### config.mk
export PLATFORM = sky130hd
export DESIGN_NAME = flot_sqrt_operand_issue
export DESIGN_NICKNAME = d
export VERILOG_FILES = /design/src/rtl/flot_sqrt_pkg.sv /design/src/rtl/flot_sync_fifo.sv /design/src/rtl/flot_sqrt_operand_issue.sv
export SDC_FILE = /design/constraint.sdc
export NUM_CORES = 1
export LEC_CHECK = 0
export CORE_UTILIZATION = 55
export DETAILED_ROUTE_END_ITERATION = 16
export GPL_ROUTABILITY_DRIVEN = 0
export PLACE_DENSITY = 0.85
export SYNTH_ARGS = -nofsm -noshare
export SYNTH_HDL_FRONTEND = slang
export SYNTH_HIERARCHICAL = 1
export SYNTH_SLANG_ARGS = --single-unit
### constraint.sdc
create_clock -name CLK -period 4.8 [get_ports CLK]
set_clock_uncertainty 0.2 [all_clocks]
set_input_delay 1.44 -clock CLK [delete_from_list [all_inputs] [get_ports CLK]]
set_output_delay 1.44 -clock CLK [all_outputs]
set_load 0.1 [all_outputs]
### src/rtl/flot_sqrt_pkg.sv
// Shared definitions for the float square-root operand path: class codes,
// default field widths and an exponent-field mask helper.
package flot_sqrt_pkg;

  localparam int FLT_WIDTH = 32;
  localparam int FLT_EXP_W = 8;
  localparam int FLT_MAT_W = 23;

  typedef enum logic [1:0] {
    CLS_NORMAL  = 2'b00,
    CLS_ZERO    = 2'b01,
    CLS_NEG     = 2'b10,
    CLS_SPECIAL = 2'b11
  } cls_t;

  // Mask covering the exponent field in place (bits [mat_w+exp_w-1 : mat_w]).
  function automatic logic [63:0] exp_ones_mask(input int exp_w, input int mat_w);
    logic [63:0] m;
    m = ((64'd1 << exp_w) - 64'd1) << mat_w;
    return m;
  endfunction

endpackage

### src/rtl/flot_sync_fifo.sv
// Synchronous FIFO with occupancy count, full/empty flags and a synchronous
// flush that also swallows a same-cycle push.
module flot_sync_fifo #(
  parameter int W     = 33,
  parameter int DEPTH = 4,
  parameter int PTR_W = 2
) (
  input  logic             clk,
  input  logic             rst,
  input  logic             flush,
  input  logic             push,
  input  logic             pop,
  input  logic [W-1:0]     wdata,
  output logic [W-1:0]     rdata,
  output logic             full,
  output logic             empty,
  output logic [PTR_W:0]   count
);

  localparam logic [PTR_W:0] FULL_CNT = (PTR_W+1)'(DEPTH);

  logic [W-1:0]     r_mem [DEPTH];
  logic [PTR_W-1:0] r_wr_ptr;
  logic [PTR_W-1:0] r_rd_ptr;
  logic [PTR_W:0]   r_count;
  logic             w_do_push;
  logic             w_do_pop;

  assign full      = (r_count == FULL_CNT);
  assign empty     = (r_count == '0);
  assign count     = r_count;
  assign rdata     = r_mem[r_rd_ptr];
  assign w_do_push = push && !full && !flush;
  assign w_do_pop  = pop && !empty && !flush;

  // Pointers wrap naturally because DEPTH is a power of two.
  always_ff @(posedge clk) begin
    if (rst || flush) begin
      r_wr_ptr <= '0;
      r_rd_ptr <= '0;
      r_count  <= '0;
    end else begin
      if (w_do_push) r_wr_ptr <= r_wr_ptr + 1'b1;
      if (w_do_pop)  r_rd_ptr <= r_rd_ptr + 1'b1;
      case ({w_do_push, w_do_pop})
        2'b10:   r_count <= r_count + 1'b1;
        2'b01:   r_count <= r_count - 1'b1;
        default: r_count <= r_count;
      endcase
    end
  end

  always_ff @(posedge clk) begin
    if (w_do_push) r_mem[r_wr_ptr] <= wdata;
  end

endmodule

### src/rtl/flot_sqrt_operand_issue.sv
// Operand feeder for the float sqrt units: FIFO-buffers operands, classifies
// the head entry and issues a registered OP/CE/exce_in triple under hold.
// Optional issue statistics are enabled with FSQRT_ISSUE_STATS_EN.
module flot_sqrt_operand_issue
  import flot_sqrt_pkg::*;
#(
  parameter int WIDTH     = FLT_WIDTH,
  parameter int WIDTH_exp = FLT_EXP_W,
  parameter int WIDTH_mat = FLT_MAT_W,
  parameter int DEPTH     = 4,
  parameter int PTR_W     = 2
) (
  input  logic             CLK,
  input  logic             RST,
  input  logic             in_valid,
  output logic             in_ready,
  input  logic [WIDTH-1:0] in_op,
  input  logic             in_exce,
  input  logic             flush,
  input  logic             hold,
  output logic [WIDTH-1:0] OP,
  output logic             CE,
  output logic             exce_in,
  output logic [1:0]       cls,
  output logic [PTR_W:0]   occupancy
`ifdef FSQRT_ISSUE_STATS_EN
  ,
  output logic [15:0]      stat_issued,
  output logic [15:0]      stat_exce
`endif
);

  localparam logic [WIDTH-1:0] EXP_MASK = WIDTH'(exp_ones_mask(WIDTH_exp, WIDTH_mat));

  logic [WIDTH:0]   w_head;
  logic [WIDTH-1:0] w_head_op;
  logic             w_head_exce;
  logic             w_full;
  logic             w_empty;
  logic             w_pop;
  logic [WIDTH-1:0] w_op;
  logic             w_exce;
  cls_t             w_cls;

  logic [WIDTH-1:0] r_op;
  logic             r_ce;
  logic             r_exce;
  cls_t             r_cls;

  // Handshake: a beat moves when in_valid && in_ready; in_ready is !full and
  // deliberately ignores a same-cycle pop so it never depends on hold/flush.
  assign in_ready = !w_full;
  assign w_pop    = !w_empty && !hold && !flush;

  flot_sync_fifo #(
    .W     (WIDTH + 1),
    .DEPTH (DEPTH),
    .PTR_W (PTR_W)
  ) u_fifo (
    .clk   (CLK),
    .rst   (RST),
    .flush (flush),
    .push  (in_valid),
    .pop   (w_pop),
    .wdata ({in_exce, in_op}),
    .rdata (w_head),
    .full  (w_full),
    .empty (w_empty),
    .count (occupancy)
  );

  assign w_head_op   = w_head[WIDTH-1:0];
  assign w_head_exce = w_head[WIDTH];

  // Priority: inf/NaN, then zero/denormal (flushed to signed zero), then negative.
  always_comb begin
    w_op   = w_head_op;
    w_exce = w_head_exce;
    w_cls  = CLS_NORMAL;
    if ((w_head_op & EXP_MASK) == EXP_MASK) begin
      w_cls  = CLS_SPECIAL;
      w_exce = 1'b1;
    end else if ((w_head_op & EXP_MASK) == '0) begin
      w_cls            = CLS_ZERO;
      w_op             = '0;
      w_op[WIDTH-1]    = w_head_op[WIDTH-1];
    end else if (w_head_op[WIDTH-1]) begin
      w_cls  = CLS_NEG;
      w_exce = 1'b1;
    end
  end

  always_ff @(posedge CLK) begin
    if (RST) begin
      r_op   <= '0;
      r_ce   <= 1'b0;
      r_exce <= 1'b0;
      r_cls  <= CLS_NORMAL;
    end else begin
      r_ce <= w_pop;
      if (w_pop) begin
        r_op   <= w_op;
        r_exce <= w_exce;
        r_cls  <= w_cls;
      end
    end
  end

  assign OP      = r_op;
  assign CE      = r_ce;
  assign exce_in = r_exce;
  assign cls     = r_cls;

`ifdef FSQRT_ISSUE_STATS_EN
  logic [15:0] r_stat_issued;
  logic [15:0] r_stat_exce;

  // Saturating counters; only RST clears them, flush leaves history intact.
  always_ff @(posedge CLK) begin
    if (RST) begin
      r_stat_issued <= '0;
      r_stat_exce   <= '0;
    end else if (r_ce) begin
      if (r_stat_issued != 16'hFFFF) r_stat_issued <= r_stat_issued + 16'd1;
      if (r_exce && (r_stat_exce != 16'hFFFF)) r_stat_exce <= r_stat_exce + 16'd1;
    end
  end

  assign stat_issued = r_stat_issued;
  assign stat_exce   = r_stat_exce;
`endif

endmodule

# Word-level counts from Yosys, hierarchy flattened
# Memories as Yosys holds them, arrays and structs flattened. A register that Yosys moved wholly into a read port is not among the register bits.
# Cells that the tools add are included.
# totals
mem_bits_rw	132
out_inout_bits	40
wordCells	43
reg_bits	43
input_bits	38
memories	1
# mem_list
name	words	width	rd	rd_ports_with_merged_regs	wr	line_no	source
u_fifo.r_mem	4	33	1	1	1	flot_sync_fifo.sv:22	logic [W-1:0] r_mem [DEPTH];
# op_classes
addsub	4
n_eq_ne	4
muxes	13
n_reduce_logical	14
# op_table
op	count
$mux W31	2
$logic_not A32 Y1	1
$mux W2	5
$eq A8 B8 Y1 const B	1
$logic_and A1 B1 Y1	6
$pmux W3 S2	1
$mux W1	5
$add A2 B1 Y2 const B	2
$logic_not A1 Y1	4
$add A3 B1 Y3 const B	1
$eq A3 B3 Y1 const B	1
$logic_not A3 Y1	1
$sub A3 B1 Y3 const B	1
$eq A2 B1 Y1 const B	1
$eq A2 B2 Y1 const B	1
$reduce_bool A2 Y1	1
$logic_or A1 B1 Y1	1

# Depth between registers and ports, before layout
# Gate-level depths: netlist of run 1.
# depth
ltp_word	8
mapped_depth	12
mapped_depth_nobuf	10

# Hierarchy
# The synthesis of run 1 kept the hierarchy.
# modules_own_cells
module	area_each_um2	cells_per_inst	seq_area_each_um2	instances
flot_sync_fifo	5270.1	230	4144.0	1
flot_sqrt_operand_issue	1248.7	113	720.7	1

# Worst setup path after synthesis of run 1
# OpenSTA, ideal clock, no wires.
# synth_path
path_type	input -> register
from	input port hold
to	register u_fifo.r_count[2], in the netlist u_fifo/count[2]
required_time_ns	4.530
arrival_ns	3.925
setup_ns	0.070
n_path_buf	2
path_slack_ns	0.605
cell_stages	11
path_cell_list	or3_4 buf_6 inv_2 buf_2 nor3b_1 ha_1 inv_1 fa_1 xor2_1 or3_2 a21oi_1
# synth_between
elab_chain_len	7
elab_cells_between_ends	9
classes_between	eq/ne: 2; mux: 1; reduce/logical: 6
# synth_lines
item	line_no	source
start: declaration	flot_sqrt_operand_issue.sv:20	input logic hold,
$logic_not A1 Y1 *	flot_sqrt_operand_issue.sv:53	assign w_pop = !w_empty && !hold && !flush;
$logic_and A1 B1 Y1 * (2 in series)	flot_sqrt_operand_issue.sv:53	
named net w_pop	flot_sqrt_operand_issue.sv:40	logic w_pop;
$logic_and A1 B1 Y1 * (2 in series)	flot_sync_fifo.sv:34	assign w_do_pop = pop && !empty && !flush;
named net u_fifo.w_do_pop	flot_sync_fifo.sv:27	logic w_do_pop;
$eq A2 B1 Y1 / $eq A2 B2 Y1 (equally long branches)	flot_sync_fifo.sv:45	case ({w_do_push, w_do_pop})
$pmux W3 S2 / $reduce_bool A2 Y1 (equally long branches)	-	
end signal: assignment	flot_sync_fifo.sv:46	2'b10: r_count <= r_count + 1'b1;
end signal: assignment	flot_sync_fifo.sv:47	2'b01: r_count <= r_count - 1'b1;
end signal: assignment	flot_sync_fifo.sv:48	default: r_count <= r_count;
end: declaration	flot_sync_fifo.sv:25	logic [PTR_W:0] r_count;
# Mark *: on every way through the listed nets, which the timed path passes. The rest lies on a longest branch.
# A chain may end at the register's enable or synchronous reset.

# Worst setup path in the final report of run 1
# layout_path
from	input port flush
to	register u_fifo.r_count[2], in the netlist u_fifo/count[2]
# layout_between
elab_chain_len	6
elab_cells_between_ends	10
classes_between	eq/ne: 2; mux: 1; reduce/logical: 7
# layout_lines
item	line_no	source
start: declaration	flot_sqrt_operand_issue.sv:19	input logic flush,
$logic_not A1 Y1 *	flot_sync_fifo.sv:34, flot_sqrt_operand_issue.sv:53	
$logic_and A1 B1 Y1	flot_sqrt_operand_issue.sv:53	
$logic_and A1 B1 Y1	flot_sync_fifo.sv:34	
$logic_and A1 B1 Y1 *	flot_sync_fifo.sv:34	
named net u_fifo.w_do_pop	flot_sync_fifo.sv:27	
$eq A2 B1 Y1 / $eq A2 B2 Y1 (equally long branches)	flot_sync_fifo.sv:45	
$pmux W3 S2 / $reduce_bool A2 Y1 (equally long branches)	-	
# Marks and branches as above.

==> impl_metrics.env, run 1 <==
export IMPL_outcome="finished, final reports clean"
export IMPL_crit_path_start_kind="input port"
export IMPL_netlist_top_cells_area="edfxtp_1, dfxtp_1, mux4_2"
export IMPL_clockRootBuffer="clkbuf_16"
export IMPL_worstSetupPathType="in2reg"
export IMPL_clockBufferDepth=2
export IMPL_rsz0062_at_grt="no"
export IMPL_dp_cells=558
export IMPL_nets=478
export IMPL_track_usage_pct=21.2
export IMPL_slowest_stage="clkdlybuf4s50_1"
export IMPL_io_buffers=77
export IMPL_drtIter0Drc=295
export IMPL_cts_resized=0
export IMPL_p_leak_nw=2.63
export IMPL_synth_area_leader_cell="edfxtp_1"
export IMPL_cts_tree="done"
export IMPL_crit_path_end_kind="register"
export IMPL_dp_hpwl_um=7360
export IMPL_instances_no_fill=590
export IMPL_yosysWarnings=6
export IMPL_maxCapViolCount=0
export IMPL_syn_to_final_growth_pct=23.6
export IMPL_antenna_found_initial=0
export IMPL_crit_chain="clkdlybuf4s50_1 > or3_4 > inv_2 > nor3b_1 > ha_1 > inv_1 > fa_1 > xor2_1 > or3_2 > a21oi_1"
export IMPL_row_count=39
export IMPL_cts_hold_buf=0
export IMPL_grt_max_degree=34
export IMPL_num_vias=3381
export IMPL_yosysSeqAreaShare_pct=74.6
export IMPL_antenna_cells=0
export IMPL_postRouteAntennaNets=0
export IMPL_synthAdderAreaFrac_pct=1.27
export IMPL_fillers=709
export IMPL_yosysTopAreaCellShare_pct=60.8
export IMPL_power_density_mw_per_mm2=394
export IMPL_tns_ns=0
export IMPL_h_tree_depth=4
export IMPL_reg2reg_slack_ns=1.72
export IMPL_max_slew_margin_pct=33.7
export IMPL_core_mm2=0.0115
export IMPL_netlist_area_mm2=0.00652
export IMPL_grt_pass1_wl_um=19100
export IMPL_fin_hold_ws_ns=0.258
export IMPL_worst_pin_slew_ns=0.992
export IMPL_clkSinkCount=177
export IMPL_grt_pass1_vias=3629
export IMPL_synth_cell_types=44
export IMPL_path_clk_slew_ns=0.07
export IMPL_io_pins=78
export IMPL_post_place_ws_ns=0.354
export IMPL_synthSimpleGateAreaFrac_pct=4.07
export IMPL_grt_overflow=0
export IMPL_power_mw=3.18
export IMPL_start_util_pct=56.8
export IMPL_place_area_mm2=0.00746
export IMPL_final_area_mm2=0.00806
export IMPL_syn_nets=387
export IMPL_wl_um=11800
export IMPL_finalHoldViolations=0
export IMPL_ys_seq_elements=177
export IMPL_vias_per_cell=5.73
export IMPL_post_cts_setup_buffers=0
export IMPL_layout_drive_gt1_share_pct=21.7
export IMPL_crit_arrival_ns=4.21
export IMPL_syn_inst=343
export IMPL_synth_top_family_by_area="multiplexers"
export IMPL_die_w_um=111
export IMPL_utilization_pct=70.3
export IMPL_cp_slowest_stage_delay_ns=0.49
export IMPL_setup_viol=0
export IMPL_muxShareOfSynthArea_pct=11.7
export IMPL_hp_class="reg2reg"
export IMPL_crit_required_ns=4.96
export IMPL_synth_xor_area_share_pct=0.269
export IMPL_ir_drop_uv=373
export IMPL_worst_slack_ns=0.741
export IMPL_synth_compound_area_share_pct=5.78
export IMPL_die_area_mm2=0.0123
export IMPL_firstDrtPassIters=4
export IMPL_fin_crit_ns=4.06
export IMPL_drc_errors=0
export IMPL_critPathMaxFanout=14
export IMPL_timing_fmax_mhz=246
export IMPL_die_height_um=111
export IMPL_avgRoutedWirePerCell_um=20.0
export IMPL_insertion_delay_ns=0.42
export IMPL_layout_common_cells="edfxtp_1, clkdlybuf4s50_1, dfxtp_1"
export IMPL_timing_final_crit_share_pct=84.6
export IMPL_final_common_cell="edfxtp_1"
export IMPL_cts_buffers=17
export IMPL_syn_avg_cell_area_um2=19.0
export IMPL_finalMaxSlewViolations=0
-- cell type report --
cell class                 instances  area [µm²]  area share [%]
multi-input combinational        138        1510            18.7
clock inverter                    15         174            2.16
tap                              143         179            2.22
clock buffer                      17         425            5.28
inverter                          10        37.5           0.466
timing repair buffer              90         868            10.8
sequential                       177        4870            60.4
-- power breakdown --
part / switching, mW / internal [mW] / leakage (nW)
clock network: 0.596 / 0.783 / 0.285
registers: 0.00651 / 1.66 / 1.56
logic: 0.0736 / 0.0540 / 0.783
-- kinds of logic after synthesis --
kind of cell             Yosys count
flip-flops                       177
AO/OA/AOI/OAI                     48
AND/OR/NAND/NOR                   47
multiplexers                      35
buffers and inverters             28
adder cells (fa/ha/maj)            6
XOR/XNOR                           2
-- synthesized netlist by cell type, drive strengths merged --
cell type / n
nor2b: 1
and2: 2
a21oi: 13
or2: 1
nor2: 6
mux2i: 2
dfxtp: 45
clkbuf: 4
xor2: 2
or3b: 1
a22o: 23
nor3b: 1
and3: 4
edfxtp: 132
and4: 2
fa: 1
o221a: 2
nand3b: 1
nand2: 19
o2bb2ai: 1
nor4: 2
o31ai: 1
a21boi: 1
mux4: 33
a211oi: 2
nand4: 1
a21o: 2
nand3: 1
buf: 14
o21ai: 3
or3: 4
inv: 10
ha: 5
nor3: 1
-- routing by layer --
layer,GRT usage (%),part of all wire (%),up-vias,wire [µm]
li1,-,-,1546,-
met1,26.4,41,1717,4810
met2,34.7,53,114,6260
met3,7.22,5.8,4,683
met4,7.56,0.52,0,62
met5,0,0,-,0
-- path summary, 6_finish.rpt --
| check | from | end | cells past startpoint |
|---|---|---|---|
| hold reg to reg | OP[29] | OP[29] | 2 |
| setup / recovery | flush | u_fifo/count[2] | 10 |
| setup reg to reg | u_fifo/count[0] | u_fifo/count[2] | 10 |
| hold / removal | OP[29] | OP[29] | 2 |
-- critical path, delay by kind of cell --
family | cells | cell delay [ns]
AOI/OAI and AO/OA | 1 | 0.14
xor gates and xnor gates | 1 | 0.17
adders and majority gates | 2 | 0.64
buffers and inverters | 3 | 0.65
and+or+nand+nor | 3 | 1.16
-- state kept, by name, summed over array words and instances, names as in the netlist, named ones only --
| signal | count |
|---|---|
| u_fifo/r_mem | 132 |
| OP | 32 |
| u_fifo/count | 3 |
| cls | 2 |
| u_fifo/r_rd_ptr | 2 |
| u_fifo/r_wr_ptr | 2 |
| CE | 1 |
| exce_in | 1 |
(Power assumes the default switching activity.)
==> inputs of run 2 (changes only) <==
==> constraint.sdc (replaced) <==
create_clock -name CLK -period 3.85 [get_ports CLK]
set_clock_uncertainty 0.2 [all_clocks]
set_input_delay 1.155 -clock CLK [delete_from_list [all_inputs] [get_ports CLK]]
set_output_delay 1.155 -clock CLK [all_outputs]
set_load 0.1 [all_outputs]
==> run 2 against run 1 <==
Sequential power up 25%. Critical path depth unchanged. Die area unchanged. Sequential share of layout area up 0.26 points. Largest cell class unchanged. Largest power group unchanged. Critical endpoint unchanged. Via count up 0.62%. Clock power up 29%. Non-clock buffer count unchanged. Total power up 26%. Register-to-register slack worse by 0.75 ns. Count of clock-buffer cells in the layout unchanged. Core utilization down 0.25 points. First-iteration DRC count down 21%.
==> impl_metrics.env, run 2 (synthesis gave the netlist of run 1 again) <==
export IMPL_outcome="finished, final reports clean"
export IMPL_max_slew_margin_pct=54.0
export IMPL_critPathMaxFanout=2
export IMPL_syn_to_final_growth_pct=23.2
export IMPL_clkSinkCount=177
export IMPL_p_leak_nw=2.74
export IMPL_grt_pass1_vias=3596
export IMPL_finalHoldViolations=0
export IMPL_grt_max_degree=34
export IMPL_crit_arrival_ns=3.62
export IMPL_post_place_ws_ns=-0.0274
export IMPL_power_mw=4.02
export IMPL_die_height_um=111
export IMPL_layout_common_cells="edfxtp_1, buf_4, dfxtp_1"
export IMPL_reg2reg_slack_ns=0.97
export IMPL_vias_per_cell=5.77
export IMPL_final_common_cell="edfxtp_1"
export IMPL_largest_register="u_fifo/r_mem"
export IMPL_timing_final_crit_share_pct=90.1
export IMPL_path_clk_slew_ns=0.07
export IMPL_fillers=704
export IMPL_grt_pass1_wl_um=19400
export IMPL_timing_fmax_mhz=288
export IMPL_clockRootBuffer="clkbuf_16"
export IMPL_tns_ns=0
export IMPL_cts_hold_buf=0
export IMPL_io_pins=78
export IMPL_num_vias=3402
export IMPL_drtIter0Drc=233
export IMPL_die_area_mm2=0.0123
export IMPL_postRouteAntennaNets=0
export IMPL_post_cts_setup_buffers=0
export IMPL_io_buffers=77
export IMPL_clockBufferDepth=2
export IMPL_crit_path_start_kind="input port"
export IMPL_cts_buffers=17
export IMPL_power_density_mw_per_mm2=500
export IMPL_finalMaxSlewViolations=0
export IMPL_avgRoutedWirePerCell_um=20.6
export IMPL_worst_pin_slew_ns=0.690
export IMPL_die_w_um=111
export IMPL_antenna_cells=0
export IMPL_hp_class="reg2reg"
export IMPL_wl_um=12200
export IMPL_worst_slack_ns=0.379
export IMPL_dp_hpwl_um=7070
export IMPL_core_mm2=0.0115
export IMPL_rsz0062_at_grt="no"
export IMPL_start_util_pct=56.8
export IMPL_h_tree_depth=4
export IMPL_worstSetupPathType="in2reg"
export IMPL_track_usage_pct=21.6
export IMPL_row_count=39
export IMPL_antenna_found_initial=0
export IMPL_maxCapViolCount=0
export IMPL_crit_required_ns=4.00
export IMPL_cts_resized=0
export IMPL_fin_crit_ns=3.47
export IMPL_grt_overflow=0
export IMPL_crit_path_end_kind="register"
export IMPL_drc_errors=0
export IMPL_setup_viol=0
export IMPL_insertion_delay_ns=0.43
export IMPL_largest_register_ffs=132
export IMPL_ir_drop_uv=423
export IMPL_layout_drive_gt1_share_pct=31.3
export IMPL_nets=478
export IMPL_cts_tree="done"
export IMPL_firstDrtPassIters=4
-- run 2: changes by cell type in the layout (fill, tap and decap cells not counted), sizes merged --
cell,delta
inv,+5
clkinvlp,-4
buf,+40
clkinv,-1
clkdlybuf4s50,-40
-- run 2: metrics by stage --
step / area [µm²] / hold slack [ns] / instances / util [%]
3_3_place_gp: 7420 / 0.244 / 558 / 64.7
4_1_cts: 8030 / 0.263 / 590 / 70.0
6_report: 8030 / 0.259 / 590 / 70.0
5_1_grt: 8030 / 0.288 / 590 / 70.0
3_5_place_dp: 7420 / 0.254 / 558 / 64.7
2_1_floorplan: 6530 / 0.259 / 343 / -
-- run 2: critical path, stage by stage --
cell and delay, ns:
clkdlybuf4s50_1 0.41, or3_4 0.39, inv_2 0.06, nor3b_2 0.21, ha_1 0.22, inv_1 0.07
fa_1 0.38, xor2_1 0.16, or3_2 0.41, a21oi_1 0.15
-- run 2: path summary, 6_finish.rpt --
kind              startpoint         endpoint  depth (start not counted)
setup / recovery        hold  u_fifo/count[2]                         10
setup reg to reg    register           OP[10]                          5
hold / removal        OP[31]           OP[31]                          2
hold reg to reg       OP[31]           OP[31]                          2
-- run 2: cell type report --
type                       instances  area [µm²]  share of cell area [%]
sequential                       177        4870                    60.7
multi-input combinational        138        1510                    18.8
timing repair buffer              90         818                    10.2
clock buffer                      17         425                    5.30
clock inverter                    15         186                    2.32
tap                              143         179                    2.23
inverter                          10        37.5                   0.467
-- run 2: routing by layer --
metal	share of wire [%]	up-vias	GRT usage (%)
met4	1.5	0	8.18
met3	6.9	16	7.16
met2	52	119	35.4
li1	-	1549	-
met1	40	1718	26.7
met5	0	-	0
-- run 2: report_power, final --
| group | internal (mW) | switching, mW | total (mW) |
|---|---|---|---|
| logic | 0.0676 | 0.0929 | 0.161 |
| registers | 2.07 | 0.00828 | 2.08 |
| clock network | 0.992 | 0.784 | 1.78 |
